--- src/rtl/link_bringup_sequencer.sv ---
// Link bring-up sequencer: phased schedule of link_ready, FIFO write enables
// and link reset pulses on write_clk (init wait, rx wait, settle, bursts/gaps,
// optional link reset and re-run). All outputs come straight from flops.
module link_bringup_sequencer #(
    parameter int N_CH       = 1,
    parameter int CNT_W      = 16,
    parameter int INIT_WAIT  = 4000,
    parameter int SETTLE_LEN = 100,
    parameter int BURST_LEN  = 1500,
    parameter int GAP_LEN    = 1,
    parameter int N_BURSTS   = 2,
    parameter int N_PASSES   = 2,
    parameter int RST_LEN    = 3,
    parameter int RX_TIMEOUT = 0,
    parameter int CH_MODE    = 0
) (
    input  logic             write_clk,
    input  logic             reset,
    input  logic             start,
    input  logic             abort,
    input  logic             rxinit_done,
    output logic             link_ready,
    output logic [N_CH-1:0]  we,
    output logic             link_reset,
    output logic             busy,
    output logic             done,
    output logic             err,
    output logic [2:0]       pass_idx,
    output logic [CNT_W-1:0] burst_idx
);

    localparam longint MAX_LEN = (longint'(1) << CNT_W) - 1;

    // Reject parameter sets the counters cannot represent.
    if (N_CH < 1 || N_CH > 8 || CH_MODE < 0 || CH_MODE > 1 ||
        INIT_WAIT < 1 || SETTLE_LEN < 1 || BURST_LEN < 1 || GAP_LEN < 1 ||
        N_BURSTS < 1 || N_PASSES < 1 || RST_LEN < 1 || RX_TIMEOUT < 0 ||
        INIT_WAIT > MAX_LEN || SETTLE_LEN > MAX_LEN || BURST_LEN > MAX_LEN ||
        GAP_LEN > MAX_LEN || N_BURSTS > MAX_LEN || N_PASSES > MAX_LEN ||
        RST_LEN > MAX_LEN || RX_TIMEOUT > MAX_LEN) begin : g_bad_params
        $error("link_bringup_sequencer: parameter out of range for CNT_W");
    end

    typedef enum logic [3:0] {
        S_IDLE, S_INIT, S_WAIT_RX, S_SETTLE, S_BURST, S_GAP, S_LRST, S_DONE, S_ERROR
    } state_t;

    state_t             state_q, state_d;
    logic [CNT_W-1:0]   cnt_q, cnt_d;
    logic [CNT_W-1:0]   pass_q, pass_d;
    logic [CNT_W-1:0]   burst_q, burst_d;
    logic [2:0]         ch_q, ch_d;

    logic               link_ready_q, link_ready_d;
    logic [N_CH-1:0]    we_q, we_d;
    logic               link_reset_q, link_reset_d;
    logic               busy_q, busy_d;
    logic               done_q, done_d;
    logic               err_q, err_d;
    logic [2:0]         pass_idx_q, pass_idx_d;
    logic [CNT_W-1:0]   burst_idx_q, burst_idx_d;

    // Next-state, phase counters and the output values for the next state.
    always_comb begin
        state_d = state_q;
        cnt_d   = cnt_q + 1'b1;
        pass_d  = pass_q;
        burst_d = burst_q;
        ch_d    = ch_q;

        case (state_q)
            S_IDLE, S_DONE, S_ERROR: begin
                cnt_d = '0;
                if (start) begin
                    state_d = S_INIT;
                    pass_d  = '0;
                    burst_d = '0;
                    ch_d    = '0;
                end
            end
            S_INIT: begin
                if (cnt_q == CNT_W'(INIT_WAIT - 1)) begin
                    state_d = S_WAIT_RX;
                    cnt_d   = '0;
                end
            end
            S_WAIT_RX: begin
                if (rxinit_done) begin
                    state_d = S_SETTLE;
                    cnt_d   = '0;
                end else if (RX_TIMEOUT != 0 && cnt_q == CNT_W'(RX_TIMEOUT - 1)) begin
                    state_d = S_ERROR;
                    cnt_d   = '0;
                end
            end
            S_SETTLE: begin
                if (cnt_q == CNT_W'(SETTLE_LEN - 1)) begin
                    state_d = S_BURST;
                    cnt_d   = '0;
                end
            end
            S_BURST: begin
                if (cnt_q == CNT_W'(BURST_LEN - 1)) begin
                    cnt_d = '0;
                    // Round-robin channel pointer keeps running across passes.
                    ch_d  = (ch_q == 3'(N_CH - 1)) ? 3'd0 : ch_q + 3'd1;
                    if (burst_q < CNT_W'(N_BURSTS - 1)) begin
                        state_d = S_GAP;
                    end else if (pass_q < CNT_W'(N_PASSES - 1)) begin
                        state_d = S_LRST;
                    end else begin
                        state_d = S_DONE;
                    end
                end
            end
            S_GAP: begin
                if (cnt_q == CNT_W'(GAP_LEN - 1)) begin
                    state_d = S_BURST;
                    cnt_d   = '0;
                    burst_d = burst_q + 1'b1;
                end
            end
            S_LRST: begin
                if (cnt_q == CNT_W'(RST_LEN - 1)) begin
                    state_d = S_WAIT_RX;
                    cnt_d   = '0;
                    pass_d  = pass_q + 1'b1;
                    burst_d = '0;
                end
            end
            default: begin
                state_d = S_IDLE;
                cnt_d   = '0;
            end
        endcase

        if (abort) begin
            state_d = S_IDLE;
            cnt_d   = '0;
            pass_d  = '0;
            burst_d = '0;
            ch_d    = '0;
        end

        link_ready_d = (state_d == S_SETTLE) || (state_d == S_BURST) || (state_d == S_GAP);
        link_reset_d = (state_d == S_LRST);
        busy_d       = !((state_d == S_IDLE) || (state_d == S_DONE) || (state_d == S_ERROR));
        done_d       = (state_d == S_DONE);
        err_d        = (state_d == S_ERROR);
        pass_idx_d   = 3'(pass_d);
        burst_idx_d  = burst_d;
        we_d         = '0;
        if (state_d == S_BURST) begin
            we_d = (CH_MODE == 0) ? {N_CH{1'b1}} : (N_CH'(1) << ch_d);
        end
    end

    // State, counters and registered outputs.
    always_ff @(posedge write_clk or posedge reset) begin
        if (reset) begin
            state_q      <= S_IDLE;
            cnt_q        <= '0;
            pass_q       <= '0;
            burst_q      <= '0;
            ch_q         <= '0;
            link_ready_q <= 1'b0;
            we_q         <= '0;
            link_reset_q <= 1'b0;
            busy_q       <= 1'b0;
            done_q       <= 1'b0;
            err_q        <= 1'b0;
            pass_idx_q   <= '0;
            burst_idx_q  <= '0;
        end else begin
            state_q      <= state_d;
            cnt_q        <= cnt_d;
            pass_q       <= pass_d;
            burst_q      <= burst_d;
            ch_q         <= ch_d;
            link_ready_q <= link_ready_d;
            we_q         <= we_d;
            link_reset_q <= link_reset_d;
            busy_q       <= busy_d;
            done_q       <= done_d;
            err_q        <= err_d;
            pass_idx_q   <= pass_idx_d;
            burst_idx_q  <= burst_idx_d;
        end
    end

    assign link_ready = link_ready_q;
    assign we         = we_q;
    assign link_reset = link_reset_q;
    assign busy       = busy_q;
    assign done       = done_q;
    assign err        = err_q;
    assign pass_idx   = pass_idx_q;
    assign burst_idx  = burst_idx_q;

endmodule

--- config.mk ---
export PLATFORM = sky130hd
export DESIGN_NAME = link_bringup_sequencer
export DESIGN_NICKNAME = d
export VERILOG_FILES = /design/src/rtl/link_bringup_sequencer.sv
export SDC_FILE = /design/constraint.sdc
export NUM_CORES = 1
export LEC_CHECK = 0
export CAP_MARGIN = 20
export CORE_ASPECT_RATIO = 1.1
export CORE_MARGIN = 5
export CORE_UTILIZATION = 50
export CTS_BUF_LIST = sky130_fd_sc_hd__clkbuf_4 sky130_fd_sc_hd__clkbuf_8
export CTS_CLUSTER_SIZE = 25
export DETAILED_ROUTE_END_ITERATION = 12
export PLACE_DENSITY = 0.71
export SYNTH_ARGS = -nofsm -noshare
export SYNTH_HDL_FRONTEND = slang
export SYNTH_SLANG_ARGS = --single-unit
--- constraint.sdc ---
create_clock -name write_clk -period 4.2 [get_ports write_clk]
set_input_delay 0.63 -clock write_clk [delete_from_list [all_inputs] [get_ports write_clk]]
set_output_delay 0.63 -clock write_clk [all_outputs]
set_load 0.02 [all_outputs]
==> metrics.txt, run 1 <==
status finished clean; mean routed wirelength per cell between 15 and 20 um; clock share of power 44.7%; Detailed Routing Iterations Pass 1 5; setup ws final between 1 and 1.5 ns; cell internal pwr 0.000854 W; kind of critical path input port to flop; busiest metal layer after global routing met2; VDD IR max about 0.20 mV; sequential cell area fraction in the yosys report between 40% and 50%; Commonest cells post-synth sky130_fd_sc_hd__dfrtp_1 (58), sky130_fd_sc_hd__nor2_1 (45), sky130_fd_sc_hd__nand2_1 (35), sky130_fd_sc_hd__o21ai_0 (30), sky130_fd_sc_hd__nand3_1 (22); port bufs 29; largest area contributor in the netlist sky130_fd_sc_hd__dfrtp_1; fraction of final layout cells sized beyond drive strength 1 under 10%; total grt overflow 0; final net count 417; post-route worst hold slack 0.516 ns; vias in the first global route 2,759; max-slew violation count 0; Max-slew headroom 50.4%; Hold/Removal Path Class flop to flop; pin count of the biggest net entering global routing 36; most numerous cell in the Yosys netlist sky130_fd_sc_hd__dfrtp_1; post-DR vias/cell 5.91; power density over the cells around 290 nW/um^2; delay of the slowest critical-path stage around 0.66 ns; total chip power 0.00113 W; Synth Register Bits 58; number of max-cap violations 0; Switching Power around 0.00027 W; xor-xnor portion of the synthesized cell area ~6.7%; DIE AREA approximately 8500 um^2; Primary FF master, synth sky130_fd_sc_hd__dfrtp_1; # Post-CTS Setup Buffers 0; First DRT Iteration DRCs 180; met2 track demand over resource in global routing about a third; placeable core region 6590 um^2; library cell contributing the largest single delay on the critical path sky130_fd_sc_hd__o211a_1; netlist area before placement 3390 um^2; main combinational cell family by area after synthesis simple AND/OR/NAND/NOR gates; routability congestion estimate from global placement approximately 0.90; first-pass GRT wire length ~13,000 um; estimated wirelength of the detail-placed design about 5300 um; fraction of synthesized area in multiplexers 0%; number of CTS-inserted buffers 9; antenna-violating nets left 0; cell-by-cell trace of the critical path clkdlybuf4s50_1 -> or4_1 -> o211a_1 -> nand2_1 -> o41ai_1; height of the die approximately 96 um; Area growth, synth to finish 15.2%; Hold Vio Cnt, Final 0; sw frac about 24%; Global Route met3 Usage under 10%; Worst setup SP type input port; post-synthesis share of cell area spent on full adders, half adders and majority gates under 10%; cell count after synthesis 382; clock root cell sky130_fd_sc_hd__clkbuf_8; Syn Area/Cell around 9 um^2; Leakage Power approximately 1.6 nW; proportion of power drawn by combinational gates ~5.2%; number of failing setup endpoints in the final timing report 0; horizontal die dimension 88.5 um; portion of synthesized cell area occupied by the leading cell type between 40% and 50%; cells taking the most area after synthesis sky130_fd_sc_hd__dfrtp_1 (43%), sky130_fd_sc_hd__nor2_1 (5.0%), sky130_fd_sc_hd__xor2_1 (4.9%); CTS tree done; FMAX between 0.3 and 0.4 GHz; all-layer global routing usage between 10% and 20%; synth unique cells slightly above 50; sort of element at the end of the critical path flop; Final period util between 60 and 70%; Post-Synth Simple-Gate Area just over 30%; clock skew approximately 0.012 ns; final period demand of the worst path about 2.9 ns; Placement Rows 31; GRT met1 Usage between 20% and 30%; # clock sinks between 50 and 60; largest fanout on the critical path 21; arrival time of the worst setup path about 3.1 ns; post-synthesis compound-gate area fraction ~13%; Yosys warnings 0; Mapped Nets between 300 and 400; Resized cells post-CTS 0; remaining design rule violation count 0; clk_lat worst skew between 0.3 and 0.4 ns; critical path data required time 4.42 ns; Post-CTS Hold Fix Bufs 0; initial standard-cell utilization of the core around half; setup TNS 0 ns; post-placement setup slack about 0.94 ns; Seq pwr share between 50% and 60%; vias after detailed routing 2,906; clock slew at the register clock pins of the worst setup and hold paths approximately 0.060 ns; share of async-settable or async-resettable flops after synthesis 100%; RSZ-0062 raised after global routing no; number of synthesized flops with an enable pin 0; number of antenna violations at the first check in global routing 0; number of inserted diodes 0; transition time at the pin with the least slew margin approximately 0.74 ns; count of boundary I/O pins 30; Max Root-Sink Buffers 2; level count of the clock H-tree 3; Total Routed Length 7530 um
[cell type report]
cell class                      instances  area, um^2
Sequential cell                        58        1450
Inverter                               12        45.0
Multi-Input combinational cell        291        1800
Clock buffer                           10         131
Clock inverter                          6        57.6
Timing Repair Buffer                   33         320
Fill cell                             609        2690
Tap cell                               82         103
[layer usage]
layer | share of wire (%) | vias to the layer above
met1 | 44 | 1409
li1 | - | 1426
met2 | 50 | 61
met4 | 1.2 | 0
met5 | 0 | -
met3 | 4.5 | 10
[worst paths after layout]
path,to,depth (start not counted),from,slack [ns]
setup / recovery,pass_q[8],5,abort,1.30
hold / removal,pass_q[15],1,pass_q[15],0.52
setup reg to reg,pass_q[8],5,cnt_q[10],1.55
hold reg to reg,pass_q[15],1,pass_q[15],0.52
max in group asynchronous,state_q[2],3,reset,2.65
min in group asynchronous,burst_idx[11],2,reset,0.73
[cells by family (layout without fill, tap and decap cells)]
family	after synthesis	in the layout
AO/OA/AOI/OAI	68	68
XOR/XNOR	26	26
adder cells (fa/ha/maj)	7	7
buffers and inverters	33	61
flip-flops	58	58
AND/OR/NAND/NOR	190	190
[worst max-delay path, delay by kind of cell]
kind / cells / cell delay, ns
buffers and inverters: 1 / 0.63
AOI/OAI and AO/OA: 2 / 1.06
and+or+nand+nor: 2 / 0.80
[power groups by stage]
| stage | registers (W) | logic [W] | clock network (W) |
|---|---|---|---|
| detailed placement | 0.000574 | 0.0000592 | 0 |
| CTS | 0.000564 | 0.0000595 | 0.000507 |
| global route | 0.000564 | 0.0000658 | 0.000542 |
| global placement | 0.000574 | 0.0000578 | 0 |
| finish | 0.000564 | 0.0000587 | 0.000504 |
| floorplan | 0.000573 | 0.0000404 | 0 |
[flip-flops by register name (all words and copies together) (netlist names)]
| signal | flops |
|---|---|
| burst_idx | 16 |
| cnt_q | 16 |
| pass_q | 16 |
| state_q | 4 |
| busy | 1 |
| done | 1 |
| err | 1 |
| link_ready | 1 |
| link_reset | 1 |
| we | 1 |
[cell usage in the layout, fill, tap and decap left out, types with 11 or more instances in the layout]
cell type / count
sky130_fd_sc_hd__xor2_1: 19
sky130_fd_sc_hd__and3_1: 11
sky130_fd_sc_hd__nor4_1: 14
sky130_fd_sc_hd__dfrtp_1: 58
sky130_fd_sc_hd__nand2_1: 35
sky130_fd_sc_hd__nand4_1: 15
sky130_fd_sc_hd__inv_1: 11
sky130_fd_sc_hd__nand3_1: 22
sky130_fd_sc_hd__nor2_1: 45
sky130_fd_sc_hd__o21ai_0: 30
sky130_fd_sc_hd__clkdlybuf4s50_1: 29
[stage by stage]
step,area [um^2],utilization [%],cells
global placement,3710,56.3,476
CTS,3900,59.2,492
global route,3900,59.2,492
finish,3900,59.2,492
detailed placement,3710,56.3,476
floorplan,3390,-,382
Note: power is estimated with default switching activity, not from simulation.
==> run 2: changes to the inputs <==
clock period = 3 ns   (was 4.2 ns; I/O delays follow)
==> run 2 against run 1 <==
Against the previous run: register-to-register slack got worse by 0.97 ns; power increased by 41%; die area unchanged; sequential share of layout area decreased by 0.26 points; setup slack got worse by 0.73 ns.
==> metrics.txt, run 2 (synthesis results as in run 1) <==
number of inserted diodes 0 (unchanged); status finished clean; DR top layer met4; final net count 420 (+0.72%); max-slew violation count 0 (unchanged); clock slew at the register clock pins of the worst setup and hold paths 0.07 ns (about the same); setup slack on the worst flop-to-flop path 0.58 ns (-0.97 ns); First DRT Iteration DRCs 98 (-46%); FMAX between 0.4 and 0.5 GHz; antenna-violating nets left 0 (unchanged); most used cells in the layout excluding fill and tap cells sky130_fd_sc_hd__dfrtp_1 (58), sky130_fd_sc_hd__nor2_1 (45), sky130_fd_sc_hd__nand2_1 (35); endpoint of the worst setup timing path burst_idx[15]; Total Routed Length 7470 um (-0.73%); vias after detailed routing 2,930 (+0.83%); critical register-to-register path startpoint cnt_q[10]; number of CTS-inserted buffers 9 (unchanged); Routed met3 length 258 um (-23%); worst setup path start cnt_q[10]; estimated wirelength of the detail-placed design 5400 um (+0.97%); RSZ-0062 raised after global routing no; arrival time of the worst setup path 2.69 ns (-0.43 ns); Post-CTS Hold Fix Bufs 0 (unchanged); total chip power 0.00159 W (+41%); Hold Vio Cnt, Final 0 (unchanged); largest fanout on the critical path 6 (-71%); total met2 wirelength after detailed routing 3760 um (-0.27%); DIE AREA 8520 um^2 (unchanged); clk_lat worst skew 0.33 ns (about the same); transition time at the pin with the least slew margin 0.629 ns (-0.114 ns); Util after Layout 59.6% (+0.42 points); mean routed wirelength per cell 15.1 um (-1.3%); critical path data required time 3.26 ns (-1.16 ns); number of antenna violations at the first check in global routing 0 (unchanged); Worst setup SP type flop; remaining design rule violation count 0 (unchanged); Detailed Routing Iterations Pass 1 4 (-1); # clock sinks 58 (unchanged); most common library cell in the layout ignoring fill and taps sky130_fd_sc_hd__dfrtp_1; horizontal die dimension 88.5 um (unchanged); level count of the clock H-tree 3 (unchanged); Cell Area, Placed 3740 um^2 (+0.61%); Hold/Removal Path Class input port to async pin; port bufs 29 (unchanged); FF-to-FF End burst_idx[15]; area of the multi-input gates 1800 um^2 (unchanged); area of all sequential standard cells 1450 um^2 (unchanged); Final period util between 80% and 90%; fraction of final layout cells sized beyond drive strength 1 7.26% (+0.68 points); wire length on met1 3270 um (-2.0%); placeable core region 6590 um^2 (unchanged); Leakage Power 1.62 nW (+1.2%); number of failing setup endpoints in the final timing report 0 (unchanged); initial standard-cell utilization of the core 51.4% (unchanged); post-route cell area 3930 um^2 (+0.71%); setup TNS 0 ns (unchanged); count of placed standard cells in the final layout, fillers left out 495 (+0.61%); Max Root-Sink Buffers 2 (unchanged); pin count of the biggest net entering global routing 27 (-25%); post-DR vias/cell 5.92 (+0.21%); Placement Rows 31 (unchanged); height of the die 96.3 um (unchanged); power density over the cells 405 nW/um^2 (+40%); number of max-cap violations 0 (unchanged); Max-slew headroom 57.9% (+7.5 points); all-layer global routing usage 19.3% (about the same); CTS tree done; # Post-CTS Setup Buffers 0 (unchanged); clock root cell sky130_fd_sc_hd__clkbuf_8; clock skew 0.00909 ns (-0.00281 ns); first-pass GRT wire length 12,900 um (-0.42%); number of cell instances on the worst register-to-register path 6 (+1); routability congestion estimate from global placement 0.903 (-0.19%); final period demand of the worst path around 2.4 ns; kind of critical path flop to flop; number of fillers in the final layout 608 (-0.16%); VDD IR max 0.254 mV (+25%); cell total after placement 479 (+0.63%); total grt overflow 0 (unchanged); sort of element at the end of the critical path flop; vias in the first global route 2,790 (+1.1%); Resized cells post-CTS 0 (unchanged); Area growth, synth to finish 16.0%; count of boundary I/O pins 30 (unchanged)
==> run 2: critical path, stage by stage (launching register included) <==
cell and delay [ns]:
sky130_fd_sc_hd__dfrtp_1 0.46, sky130_fd_sc_hd__nor4_2 0.49, sky130_fd_sc_hd__nand4_1 0.26, sky130_fd_sc_hd__a221oi_2 0.50
sky130_fd_sc_hd__nand2_2 0.14, sky130_fd_sc_hd__or3_1 0.36, sky130_fd_sc_hd__a21oi_1 0.14
==> run 2: how the worst min path moves through the flow <==
stage | to | slack (ns) | depth (start not counted)
after floorplan | pass_q[14] | 0.47 | 1
after global placement | pass_q[9] | 0.50 | 1
after detailed placement | pass_q[15] | 0.51 | 1
after CTS | burst_idx[10] | 0.37 | 2
after global routing | burst_idx[10] | 0.41 | 2
final | burst_idx[10] | 0.36 | 2
==> run 2: layout make-up <==
| type | count | area share, % |
|---|---|---|
| clock buffer | 13 | 3.91 |
| clock inverter | 3 | 1.02 |
| inverter | 12 | 1.15 |
| multi-input combinational | 291 | 45.7 |
| sequential | 58 | 36.9 |
| tap | 82 | 2.61 |
| timing repair buffer | 36 | 8.72 |
==> run 2: layer usage <==
| metal | GRT usage (%) | up-vias |
|---|---|---|
| met5 | 0 | - |
| met4 | 9.45 | 0 |
| met3 | 3.51 | 18 |
| met2 | 33.0 | 57 |
| met1 | 23.3 | 1412 |
| li1 | - | 1443 |
==> run 2: stage by stage <==
step / setup WS (ns) / hold slack, ns
after CTS: 0.559 / 0.367
final: 0.575 / 0.364
after floorplan: 0.949 / 0.466
after global routing: 0.366 / 0.410
after detailed placement: 0.359 / 0.508
after global placement: 0.441 / 0.499
==> run 2: power by group <==
part / switching, W / leakage (nW) / internal [W]
Sequential: 0.00000465 / 0.808 / 0.000785
Clock: 0.000299 / 0.105 / 0.000418
Combinational: 0.0000570 / 0.707 / 0.0000273
Total: 0.000361 / 1.62 / 0.00123
==> patch, RTL diff (flow settings as in run 1) <==
Encoding of `state_t`: now Gray code (4 bits for 9 states).
--- a/src/rtl/link_bringup_sequencer.sv
+++ b/src/rtl/link_bringup_sequencer.sv
@@ -42,7 +42,7 @@
     end
 
     typedef enum logic [3:0] {
-        S_IDLE, S_INIT, S_WAIT_RX, S_SETTLE, S_BURST, S_GAP, S_LRST, S_DONE, S_ERROR
+        S_IDLE = 4'b0000, S_INIT = 4'b0001, S_WAIT_RX = 4'b0011, S_SETTLE = 4'b0010, S_BURST = 4'b0110, S_GAP = 4'b0111, S_LRST = 4'b0101, S_DONE = 4'b0100, S_ERROR = 4'b1100
     } state_t;
 
     state_t             state_q, state_d;
Check against the original RTL: same outputs for any inputs over 10 cycles, from zero or initial values and one cycle with reset high; not proved beyond that.
==> patch against run 1 <==
Synthesized cell count is 0.26% higher; design area is 2.9% higher; area after synthesis is 2.4% higher; sequential cell count stayed put; worst setup slack better by 140 ps; hold slack better by 7.2 ps; clock skew is 1.6 ps lower; power is 6.4% higher; final cell count is 0.81% higher; count of clock-buffer cells in the layout is 1 lower; wire length is 7.5% higher; non-clock buffer count is 2 higher.
==> patch: results <==
INSERT INTO impl_metrics (metric_group, metric, value, unit) VALUES
('hold_path', 'holdCritStartpoint', 'cnt_q[0]$_DFF_PP0_', ''),
('synth', 'synth_cell_type_count', '54', ''),
('outcome', 'outcome', 'completed', ''),
('power_and_ir_drop', 'power.density_cell_area', '298', 'nW/um^2'),
('final_layout', 'fraction_of_final_layout_cells_sized_beyond_drive_strength_1', '7.49', '%'),
('power_and_ir_drop', 'power.net_switching', '287', 'uW'),
('critical_path', 'critical_path.max_stage_delay', '790', 'ps'),
('power_and_ir_drop', 'p_leak', '0.00155', 'uW'),
('critical_path', 'critPathMaxFanout', '25', ''),
('grt', 'largest_net_degree_at_the_start_of_global_routing', '34', ''),
('grt', 'grt.met2_usage', '30.5', '%'),
('timing', 'relSlewSlack', '36.2', '%'),
('detailed_routing', 'met3_wirelength', '381', 'um'),
('grt', 'first_global_vias', '2901', ''),
('detailed_routing', 'routedLengthMet1', '3.56', 'mm'),
('detailed_routing', 'wl_met2', '3.94', 'mm'),
('final_layout', 'finalNetCount', '421', ''),
('detailed_routing', 'detail_route.iter0.violations', '237', ''),
('grt', 'grt_first_pass_wirelength', '13.9', 'mm'),
('grt', 'global_route.usage.met3', '3.39', '%'),
('critical_path', 'worst_path_max_delay_cell', 'o221ai_2', ''),
('detailed_routing', 'route.detailed.wl_per_inst', '16.3', 'um'),
('placement', 'area_after_detailed_placement', '3800', 'sq um'),
('power_and_ir_drop', 'power.share.clock', '47.5', '%'),
('synth', 'synth_nets', '395', '');
==> patch: cells by family after synthesis <==
family	count (synthesis)	synth area share (%)
XOR/XNOR	14	3.54
flip-flops	58	41.8
adder cells (fa/ha/maj)	7	2.53
buffers and inverters	39	5.16
AND/OR/NAND/NOR	163	27.6
AO/OA/AOI/OAI	99	18.4
multiplexers	3	0.866
==> patch: final cells by class <==
class                   count  area share (%)
well taps                  82            2.55
inverters                  19            1.78
flip-flops and latches     58            36.1
multi-input cells         286            45.8
repair buffers             35            8.35
clock buffers               9            3.08
clock inverters             7            2.34
==> patch: through the flow <==
step	hold WS (ps)	power, uW	worst slack (ps)
final	523	1200	1440
after global routing	564	1240	1290
after CTS	520	1210	1440
after detailed placement	512	641	1110
after global placement	498	639	1210
after floorplan	469	620	2120
==> patch: worst reg2reg max path, stage by stage, from the launching register on <==
cell and delay, ps:
dfrtp_1 450, nor4_4 480, and4_4 330, o221ai_2 370, or4b_1 630, a21oi_1 170
